--- config.mk ---
export PLATFORM = sky130hd
export DESIGN_NAME = uart_rx_top_flat
export DESIGN_NICKNAME = d
export VERILOG_FILES = /design/src/rtl/uart_rx_if.sv /design/src/rtl/uart_rx_top.sv /design/src/flat_wrapper.sv
export SDC_FILE = /design/constraint.sdc
export NUM_CORES = 1
export LEC_CHECK = 0
export CAP_MARGIN = 20
export CELL_PAD_IN_SITES_DETAIL_PLACEMENT = 1
export CELL_PAD_IN_SITES_GLOBAL_PLACEMENT = 1
export CORE_MARGIN = 2
export CORE_UTILIZATION = 45
export CTS_CLUSTER_DIAMETER = 150
export DETAILED_ROUTE_END_ITERATION = 8
export PLACE_DENSITY_LB_ADDON = 0.2
export SLEW_MARGIN = 25
export SYNTH_ARGS = -nofsm -noshare
export SYNTH_HDL_FRONTEND = slang
export SYNTH_SLANG_ARGS = --single-unit
export TNS_END_PERCENT = 10
--- constraint.sdc ---
create_clock -name clk -period 3.3 [get_ports clk]
set_input_delay 0.495 -clock clk [delete_from_list [all_inputs] [get_ports clk]]
set_output_delay 0.495 -clock clk [all_outputs]
set_load 0.01 [all_outputs]
--- src/rtl/uart_rx_if.sv ---
// uart_rx_if: serial input, baud enable, LCR frame format and per-character RX FIFO push with LSR flags
interface uart_rx_if;
    logic       baud_pulse;
    logic       rx;
    logic       pen;
    logic       eps;
    logic       sticky_parity;
    logic [1:0] wls;
    logic       push;
    logic [7:0] rx_out;
    logic       pe;
    logic       fe;
    logic       bi;
    modport master (output baud_pulse, rx, pen, eps, sticky_parity, wls, input push, rx_out, pe, fe, bi);
    modport slave (input baud_pulse, rx, pen, eps, sticky_parity, wls, output push, rx_out, pe, fe, bi);
endinterface

--- src/rtl/uart_rx_top.sv ---
// uart_rx_top: 16x-oversampled 5..8 bit serial receiver producing a one-clock push with PE/FE/BI per character
module uart_rx_top (
    input  logic        clk,
    input  logic        rst,
    uart_rx_if.slave    bus
);
    typedef enum logic [2:0] {IDLE, START, DATA, PARITY, STOP} state_t;
    state_t     state_q, state_d;
    logic       rx_m_q, rx_m_d, rx_s_q, rx_s_d;
    logic       armed_q, armed_d, pbit_q, pbit_d;
    logic [3:0] count_q, count_d;
    logic [2:0] bitcnt_q, bitcnt_d, idx_q, idx_d;
    logic [7:0] data_q, data_d, rx_out_q, rx_out_d;
    logic       push_q, push_d, pe_q, pe_d, fe_q, fe_d, bi_q, bi_d;
    logic       mid, par_err;
    always_ff @(posedge clk) begin
        if (rst) begin
            state_q  <= IDLE;
            rx_m_q   <= 1'b1;
            rx_s_q   <= 1'b1;
            armed_q  <= 1'b0;
            pbit_q   <= 1'b0;
            count_q  <= 4'd0;
            bitcnt_q <= 3'd0;
            idx_q    <= 3'd0;
            data_q   <= 8'd0;
            rx_out_q <= 8'd0;
            push_q   <= 1'b0;
            pe_q     <= 1'b0;
            fe_q     <= 1'b0;
            bi_q     <= 1'b0;
        end else begin
            state_q  <= state_d;
            rx_m_q   <= rx_m_d;
            rx_s_q   <= rx_s_d;
            armed_q  <= armed_d;
            pbit_q   <= pbit_d;
            count_q  <= count_d;
            bitcnt_q <= bitcnt_d;
            idx_q    <= idx_d;
            data_q   <= data_d;
            rx_out_q <= rx_out_d;
            push_q   <= push_d;
            pe_q     <= pe_d;
            fe_q     <= fe_d;
            bi_q     <= bi_d;
        end
    end
    always_comb begin
        state_d  = state_q;
        rx_m_d   = bus.rx;
        rx_s_d   = rx_m_q;
        armed_d  = armed_q;
        pbit_d   = pbit_q;
        count_d  = count_q;
        bitcnt_d = bitcnt_q;
        idx_d    = idx_q;
        data_d   = data_q;
        rx_out_d = rx_out_q;
        push_d   = 1'b0;
        pe_d     = pe_q;
        fe_d     = fe_q;
        bi_d     = bi_q;
        mid      = bus.baud_pulse && count_q == 4'd0;
        // unused data MSBs are kept 0, so the full-byte XOR covers only the wls-selected bits
        par_err  = bus.pen & (bus.sticky_parity ? (bus.eps ? pbit_q : ~pbit_q)
                                                : (bus.eps ? (^data_q ^ pbit_q) : ~(^data_q ^ pbit_q)));
        if (bus.baud_pulse && state_q != IDLE && count_q != 4'd0)
            count_d = count_q - 4'd1;
        case (state_q)
            IDLE: if (bus.baud_pulse) begin
                if (armed_q && !rx_s_q) begin
                    armed_d = 1'b0;
                    count_d = 4'd7;
                    state_d = START;
                end else if (rx_s_q) armed_d = 1'b1;
            end
            START: if (mid) begin
                if (!rx_s_q) begin
                    count_d  = 4'd15;
                    bitcnt_d = {1'b0, bus.wls} + 3'd4;
                    idx_d    = 3'd0;
                    data_d   = 8'd0;
                    state_d  = DATA;
                end else state_d = IDLE;
            end
            DATA: if (mid) begin
                data_d[idx_q] = rx_s_q;
                count_d = 4'd15;
                idx_d   = idx_q + 3'd1;
                if (idx_q == bitcnt_q) state_d = bus.pen ? PARITY : STOP;
            end
            PARITY: if (mid) begin
                pbit_d  = rx_s_q;
                count_d = 4'd15;
                state_d = STOP;
            end
            STOP: if (mid) begin
                rx_out_d = data_q;
                pe_d     = par_err;
                fe_d     = ~rx_s_q;
                bi_d     = (data_q == 8'd0) & (~bus.pen | ~pbit_q) & ~rx_s_q;
                push_d   = 1'b1;
                state_d  = IDLE;
            end
            default: state_d = IDLE;
        endcase
    end
    always_comb begin
        bus.push   = push_q;
        bus.rx_out = rx_out_q;
        bus.pe     = pe_q;
        bus.fe     = fe_q;
        bus.bi     = bi_q;
    end
endmodule

--- src/flat_wrapper.sv ---
// flat-port wrapper written by rule: the top's interface ports become plain ports
module uart_rx_top_flat 
  (clk, rst, bus_baud_pulse, bus_rx, bus_pen, bus_eps, bus_sticky_parity, bus_wls, bus_push, bus_rx_out, bus_pe, bus_fe, bus_bi);
  uart_rx_if bus_i ();
  input  logic clk;
  input  logic rst;
  input wire logic [$bits(bus_i.baud_pulse)-1:0] bus_baud_pulse;
  input wire logic [$bits(bus_i.rx)-1:0] bus_rx;
  input wire logic [$bits(bus_i.pen)-1:0] bus_pen;
  input wire logic [$bits(bus_i.eps)-1:0] bus_eps;
  input wire logic [$bits(bus_i.sticky_parity)-1:0] bus_sticky_parity;
  input wire logic [$bits(bus_i.wls)-1:0] bus_wls;
  output wire logic [$bits(bus_i.push)-1:0] bus_push;
  output wire logic [$bits(bus_i.rx_out)-1:0] bus_rx_out;
  output wire logic [$bits(bus_i.pe)-1:0] bus_pe;
  output wire logic [$bits(bus_i.fe)-1:0] bus_fe;
  output wire logic [$bits(bus_i.bi)-1:0] bus_bi;
  assign bus_i.baud_pulse = bus_baud_pulse;
  assign bus_i.rx = bus_rx;
  assign bus_i.pen = bus_pen;
  assign bus_i.eps = bus_eps;
  assign bus_i.sticky_parity = bus_sticky_parity;
  assign bus_i.wls = bus_wls;
  assign bus_push = bus_i.push;
  assign bus_rx_out = bus_i.rx_out;
  assign bus_pe = bus_i.pe;
  assign bus_fe = bus_i.fe;
  assign bus_bi = bus_i.bi;
  uart_rx_top u_core (.clk(clk), .rst(rst), .bus(bus_i));
endmodule
==> results.toml, run 1 <==
[sta]
slew_viol_final = 0
timing.final.crit_share = 0.652
max_slew_margin = 0.514
tightest_slew_ps = 728
final-setup-viol-count = 0
period_needed_ps = 2150
timing.hold.ws_ps = 411
finClkSkew_ps = 5.29
rsz0062_at_grt = "no"
fin_tns_setup_ps = 0
hold_violations = 0
max_freq_mhz = 464

[floorplan]
die_area_um2 = 4910
placementRows = 24
boundaryPins = 21
die_w_um = 70.1
fp.dieH_um = 70.1
initial_core_util = 0.461
coreArea_um2 = 4260

[clock_network]
clockBufferDepth = 2
post_cts_buffers = 0
clock_latency_ps = 290
cts_tree = "yes"
cts_root_buf = "clkbuf_8"
cts.repair.resized = 0
clk_pin_slew_worst_paths_ps = 70
cts_buffers = 5
ctsHoldBuffers = 0
cts.sinks = 37
h-tree-depth = 2

[logic_synthesis]
synth_warnings = 0
netlist-cell-type-count = 53
synth-main-ff-cell = "dfxtp_1"
synth_top_area_frac = 0.377
ys_top_cells_by_count = "37 x dfxtp_1, 32 x nand2_1, 22 x a21oi_1, 15 x inv_1, 11 x nor2_1"
ys_seq_area_frac = 0.377
synth_top_area_cell = "dfxtp_1"
synth_edf_count = 0
synth_seq_cells = 37
synth.cell_area_um2 = 1960
synthCells = 232
yosysMostFrequentCell = "dfxtp_1"
async_flop_share = 0
avgSynthCellArea_um2 = 8.47
synthTopCellsByArea = "dfxtp_1 38%, nand2_1 6.1%, a21oi_1 5.6%"
syn_nets = 248

[routing]
drt_iter0_markers = 81
postRouteAntennaNets = 0
via_per_inst = 5.63
wire_per_inst_um = 15.4
first_pass_iters = 4
routed_wl_mm = 4.56
num_vias = 1666
drc_errors = 0

[final_layout]
area_growth_syn_to_layout_pct = 15.5
final_util = 0.532
nets = 260
fin_area_um2 = 2270
diodes = 0
fin_cells = 296
nFillCells = 511
drive_above_1_share = 0.0902

[critical_path]
arrival_ps = 2380
endpoint_kind = "flop"
cpPeakStageDelay_ps = 530
start_kind = "input port"
cp_data_required_time_ps = 3520
r2r.worst_path.cells = 4
crit_type = "input port to flop"
path_cells = "clkdlybuf4s50_1 > and4bb_2 > buf_4 > nand2_1 > or4_4 > o21ai_1"
cp_slowest_cell = "clkdlybuf4s50_1"
cp_max_fo = 15

[placement]
globalplace.congestion = 0.747
place_inst = 289
place.port_buffers = 20
dp_hpwl_mm = 3.20
place_area_um2 = 2160

[worst_hold_path]
hold_class = "flop to flop"
holdPathStages = 1

[global_routing]
grt_pass1_vias = 1756
antenna_found_initial = 0
overflow = 0
grt_pass1_wl_mm = 8.19
track_usage = 0.207
grt_max_degree = 35

[power]
ir_worst_vdd_mv = 0.173
p_leak_nw = 0.802
power-per-cell-area_nw_per_um2 = 407

[status]
outcome = "complete, no violations"

[run]
max_cap_viol_count = 0
-- critical path, delay by kind of cell --
family / cells / cell delay, ps
AO/OA/AOI/OAI: 1 / 140
buffers and inverters: 2 / 780
AND/OR/NAND/NOR: 3 / 950
-- area by class of cell --
class | instances | area (um^2) | share of cell area
multi-input cells | 162 | 1080 | 0.476
repair buffers | 23 | 223 | 0.0982
clock buffers | 5 | 68.8 | 0.0303
inverters | 15 | 56.3 | 0.0248
flip-flops and latches | 37 | 741 | 0.327
clock inverters | 2 | 35.0 | 0.0154
well taps | 52 | 65.1 | 0.0287
-- final timing paths --
path / from / end / slack (ps)
max: bus_baud_pulse / u_core.data_q[2] / 1150
min: u_core.rx_m_q / u_core.rx_s_q / 410
max reg2reg: u_core.state_q[0] / u_core.data_q[1] / 1260
min reg2reg: u_core.rx_m_q / u_core.rx_s_q / 410
-- per-layer routing --
| layer | wire, um | global-route usage | share of wire |
|---|---|---|---|
| met1 | 2180 | 0.268 | 0.48 |
| met2 | 2160 | 0.341 | 0.47 |
| met3 | 120 | 0.0404 | 0.026 |
| met4 | 95 | 0.0791 | 0.021 |
| met5 | 0 | 0 | 0 |
-- power breakdown --
| group | internal [mW] | switching, mW |
|---|---|---|
| combinational | 0.0352 | 0.0452 |
| sequential | 0.453 | 0.0117 |
| clock | 0.220 | 0.159 |
-- layout by cell type, fill, tap and decap left out, drive strengths merged, types with 2 or more instances in the layout --
master / n
or4: 2
clkbuf: 5
o311ai: 3
ha: 7
o22a: 2
nor3b: 2
and3: 2
xor2: 4
nand2b: 2
dfxtp: 37
a21oi: 22
xnor2: 4
nand3b: 2
a311oi: 2
a21o: 2
nand2: 32
a32oi: 5
or3: 2
or2: 3
a31oi: 4
clkdlybuf4s50: 20
buf: 3
inv: 15
o21a: 2
nor4: 3
nand3: 6
o21ai: 7
a211oi: 6
mux2i: 5
nor2: 11
nor2b: 5
-- kinds of logic (layout without fill, tap and decap cells) --
family / Yosys count / in the layout / synth area share
multiplexers: 6 / 6 / 0.0312
buffers and inverters: 33 / 45 / 0.0732
flip-flops: 37 / 37 / 0.377
adder cells (fa/ha/maj): 7 / 7 / 0.0446
AO/OA/AOI/OAI: 61 / 61 / 0.211
AND/OR/NAND/NOR: 80 / 80 / 0.227
XOR/XNOR: 8 / 8 / 0.0357
-- sequential cells by signal, indices dropped and copies added, names as in the netlist --
name / cells
u_core.armed_q: 1
u_core.bitcnt_q: 3
u_core.bus.bi: 1
u_core.bus.fe: 1
u_core.bus.pe: 1
u_core.bus.push: 1
u_core.bus.rx_out: 8
u_core.count_q: 4
u_core.data_q: 8
u_core.idx_q: 3
u_core.pbit_q: 1
u_core.rx_m_q: 1
u_core.rx_s_q: 1
u_core.state_q: 3
-- per-stage QoR --
step,power (mW),setup slack (ps)
floorplan,0.531,1590
global placement,0.553,891
detailed placement,0.555,866
CTS,0.936,1170
global route,0.958,1030
finish,0.924,1150
(Power assumes the default switching activity.)
==> inputs of run 2 (changes only) <==
--- a/config.mk
+++ b/config.mk
@@ -9,7 +9,7 @@
 export CELL_PAD_IN_SITES_DETAIL_PLACEMENT = 1
 export CELL_PAD_IN_SITES_GLOBAL_PLACEMENT = 1
 export CORE_MARGIN = 2
-export CORE_UTILIZATION = 45
+export CORE_UTILIZATION = 42
 export CTS_CLUSTER_DIAMETER = 150
 export DETAILED_ROUTE_END_ITERATION = 8
 export PLACE_DENSITY_LB_ADDON = 0.2
==> constraint.sdc (replaced) <==
create_clock -name clk -period 2 [get_ports clk]
set_input_delay 0.3 -clock clk [delete_from_list [all_inputs] [get_ports clk]]
set_output_delay 0.3 -clock clk [all_outputs]
set_load 0.01 [all_outputs]
==> run 2 against run 1 <==
Net effect:
- worst hold slack better by 1.1 ps
- sequential cell count unchanged
- clock power up 35%
- final cell count up 4.4%
- sequential share of layout area down 1.2 points
- cell area up 3.8%
- clock skew up 2.9 ps
- power up 55%
- critical path type is now flop to flop
- largest cell class unchanged
==> results.toml, run 2 (synthesis results as in run 1) <==
[placement]
globalplace.congestion = 0.761
pre_cts_ws_ps = -55.8
dp_hpwl_mm = 3.68
place.port_buffers = 20
place_inst = 301
place_area_um2 = 2270

[floorplan]
die_area_um2 = 5240
placementRows = 24
boundaryPins = 21
fp.dieH_um = 72.4
die_w_um = 72.4
initial_core_util = 0.442
coreArea_um2 = 4440

[final_layout]
nFillCells = 534
nets = 272
fin_area_um2 = 2350
drive_above_1_share = 0.136
area_growth_syn_to_layout_pct = 19.8
final_common_cell = "dfxtp_1"
fin_cells = 309
diodes = 0
final_cell_mix = "37 x dfxtp_1, 32 x nand2_1, 22 x a21oi_1"
final_util = 0.530

[critical_path]
start_kind = "flop"
cp_data_required_time_ps = 2180
endpoint_kind = "flop"
arrival_ps = 2070
cp_max_fo = 6
crit_type = "flop to flop"

[sta]
slew_viol_final = 0
hold_violations = 0
rsz0062_at_grt = "no"
tightest_slew_ps = 538
timing.final.crit_share = 0.942
fin_ws_ps = 116
final-setup-viol-count = 0
fin_tns_setup_ps = 0
period_needed_ps = 1880
finClkSkew_ps = 8.14
max_freq_mhz = 531
max_slew_margin = 0.640
timing.hold.ws_ps = 413

[global_routing]
grt_pass1_wl_mm = 8.23
overflow = 0
grt_max_degree = 22
track_usage = 0.201
grt_pass1_vias = 1740
antenna_found_initial = 0

[clock_network]
h-tree-depth = 2
clockBufferDepth = 2
post_cts_buffers = 0
cts_root_buf = "clkbuf_8"
clk_pin_slew_worst_paths_ps = 70
clock_latency_ps = 290
cts.sinks = 37
ctsHoldBuffers = 0
cts_tree = "yes"
cts_buffers = 5
cts.repair.resized = 0

[power]
ir_worst_vdd_mv = 0.322
power_mw = 1.43
power-per-cell-area_nw_per_um2 = 609
p_leak_nw = 0.858

[run]
max_cap_viol_count = 0

[worst_hold_path]
hold_class = "flop to flop"

[routing]
via_per_inst = 5.56
postRouteAntennaNets = 0
wire_per_inst_um = 15.7
routed_wl_mm = 4.86
drc_errors = 0
drt_iter0_markers = 56
num_vias = 1718
first_pass_iters = 4

[status]
outcome = "complete, no violations"
[run 2: path summary, 6_finish.rpt]
kind | from | to | slack (ps) | cells past startpoint
worst max-delay path | u_core.count_q[0] | u_core.state_q[0] | 120 | 7
worst min register to register | u_core.rx_m_q | u_core.rx_s_q | 410 | 1
worst max register to register | u_core.count_q[0] | u_core.state_q[0] | 120 | 7
worst min-delay path | u_core.rx_m_q | u_core.rx_s_q | 410 | 1
[run 2: power by group]
part           switching, mW  internal [mW]  total, mW
Combinational         0.0880         0.0769      0.165
Clock                  0.269          0.240      0.510
Sequential            0.0110          0.747      0.758
[run 2: metal layers]
layer | GRT usage | up-vias | share of wire
met3 | 0.0292 | 10 | 0.035
met2 | 0.329 | 33 | 0.47
li1 | - | 867 | -
met5 | 0 | - | 0
met1 | 0.266 | 808 | 0.48
met4 | 0.0823 | 0 | 0.021
[run 2: final cells by class]
class / count / area (um^2) / area share
Multi-Input combinational cell: 162 / 1080 / 0.459
Sequential cell: 37 / 741 / 0.315
Timing Repair Buffer: 35 / 325 / 0.138
Clock buffer: 5 / 68.8 / 0.0292
Tap cell: 52 / 65.1 / 0.0276
Inverter: 15 / 56.3 / 0.0239
Clock inverter: 3 / 17.5 / 0.00744
[run 2: worst max-delay path, stage by stage (launching register included)]
cell and delay, ps:
dfxtp_1 380, inv_1 70, ha_1 240, and4bb_2 290
buf_4 170, o22a_1 190, o22a_1 180, a221oi_1 270
==> inputs of run 3 (changes only) <==
--- a/config.mk
+++ b/config.mk
@@ -9,7 +9,7 @@
 export CELL_PAD_IN_SITES_DETAIL_PLACEMENT = 1
 export CELL_PAD_IN_SITES_GLOBAL_PLACEMENT = 1
 export CORE_MARGIN = 2
-export CORE_UTILIZATION = 42
+export CORE_UTILIZATION = 34
 export CTS_CLUSTER_DIAMETER = 150
 export DETAILED_ROUTE_END_ITERATION = 8
 export PLACE_DENSITY_LB_ADDON = 0.2
==> run 3 against run 2 <==
Net effect:
- final cell count is 6.8% higher
- sequential share of layout area is 0.47 points lower
- combinational power decreased by 3%
- die area up 22%
- utilization shrank 9.8 points
==> results.toml, run 3 (synthesis results as in run 1) <==
[power]
p_sw_mw = 0.381
pwr-share-comb = 0.105
ir_worst_vdd_mv = 0.347
p_int_mw = 1.14
power-per-cell-area_nw_per_um2 = 636
power_mw = 1.52
p_leak_nw = 0.870
swShare = 0.250
clock_power_share = 0.395
seqPwrFrac = 0.500

[critical_path]
cp_max_fo = 11
crit_type = "flop to flop"
endpoint_kind = "flop"
arrival_ps = 2040
cp_data_required_time_ps = 2200
startpoint = "u_core.count_q[0]"
regToRegStartpoint = "u_core.count_q[0]"
start_kind = "flop"

[global_routing]
track_usage = 0.175
antenna_found_initial = 0
grt_pass1_wl_mm = 8.76
grt_max_degree = 19
grt_pass1_vias = 1731
overflow = 0

[routing]
num_vias = 1686
postRouteAntennaNets = 0
wire_per_inst_um = 15.0
first_pass_iters = 4
via_per_inst = 5.11
drt_iter0_markers = 61
drc_errors = 0
routed_wl_mm = 4.96

[placement]
place.port_buffers = 20
globalplace.congestion = 0.759
dp_hpwl_mm = 3.64

[sta]
final-setup-viol-count = 0
max_slew_margin = 0.712
max_freq_mhz = 545
hold_violations = 0
timing.final.crit_share = 0.917
fin_tns_setup_ps = 0
finClkSkew_ps = 6.28
period_needed_ps = 1830
tightest_slew_ps = 431
slew_viol_final = 0
rsz0062_at_grt = "no"

[clock_network]
cts.sinks = 37
ctsHoldBuffers = 0
cts_root_buf = "clkbuf_8"
clk_pin_slew_worst_paths_ps = 80
cts_buffers = 5
clockBufferDepth = 2
h-tree-depth = 2
cts_tree = "yes"
clock_latency_ps = 290

[floorplan]
die_area_um2 = 6400
initial_core_util = 0.355
placementRows = 27
boundaryPins = 21
fp.dieH_um = 80.0
die_w_um = 80.0
coreArea_um2 = 5540

[final_layout]
diodes = 0
nets = 273
area_growth_syn_to_layout_pct = 21.8
drive_above_1_share = 0.143
final_common_cell = "dfxtp_1"
multiInputGateArea_um2 = 1080
final_cell_mix = "36 x dfxtp_1, 32 x nand2_1, 22 x a21oi_1"
nFillCells = 673
seq_area_um2 = 742

[worst_hold_path]
hold_class = "flop to flop"
worstHoldStart = "u_core.rx_m_q"

[status]
outcome = "complete, no violations"

[run]
max_cap_viol_count = 0
## run 3: changes by cell type in the layout (fill, tap and decap cells not counted)
cell / change
inv_6: +1
clkinvlp_4: -1
buf_12: -1
dfxtp_1: -1
clkbuf_8: +2
buf_4: +2
clkinv_2: -2
dfxtp_2: +1
## run 3: power by group through the flow
stage	combinational, mW	sequential, mW	clock (mW)
after detailed placement	0.159	0.779	0
final	0.160	0.762	0.601
after floorplan	0.105	0.771	0
after global placement	0.157	0.779	0
after CTS	0.160	0.761	0.624
after global routing	0.176	0.764	0.660
## run 3: path summary, 6_finish.rpt
kind / end / slack, ps / cells after the start
setup / recovery: u_core.state_q[0] / 170 / 7
hold / removal: u_core.rx_s_q / 420 / 1
setup reg to reg: u_core.state_q[0] / 170 / 7
hold reg to reg: u_core.rx_s_q / 420 / 1
## run 3: critical path, stage by stage, from the launching register on
cell	delay, ps
dfxtp_2	350
inv_1	60
ha_1	240
and4bb_2	290
buf_4	180
o22a_1	200
o22a_1	170
a221oi_1	240
## run 3: through the flow
stage	hold slack [ps]	cells	setup WS, ps	utilization	area (um^2)
after floorplan	389	232	295	-	1960
after global placement	391	322	10.5	0.413	2290
after detailed placement	402	322	19.7	0.413	2290
after CTS	422	330	100	0.432	2390
after global routing	443	330	15.2	0.432	2390
final	415	330	166	0.432	2390
## run 3: cell type report
type	instances	share of cell area
clock buffers	7	0.0403
multi-input cells	162	0.451
well taps	72	0.0376
clock inverters	1	0.00366
inverters	15	0.0235
flip-flops and latches	37	0.310
repair buffers	36	0.134
## run 3: timing repair
action / CTS / global route
hold endpoints to repair: 0 / 0
endpoints found under the setup margin: 0 / 1
setup buffers: 0 / 0
gates resized for setup: 0 / 1
## run 3: per-layer routing
layer	wire (um)	vias up	track usage
li1	-	866	-
met2	2280	15	0.277
met3	118	4	0.0373
met4	46	0	0.0458
met1	2520	801	0.241
met5	0	-	0
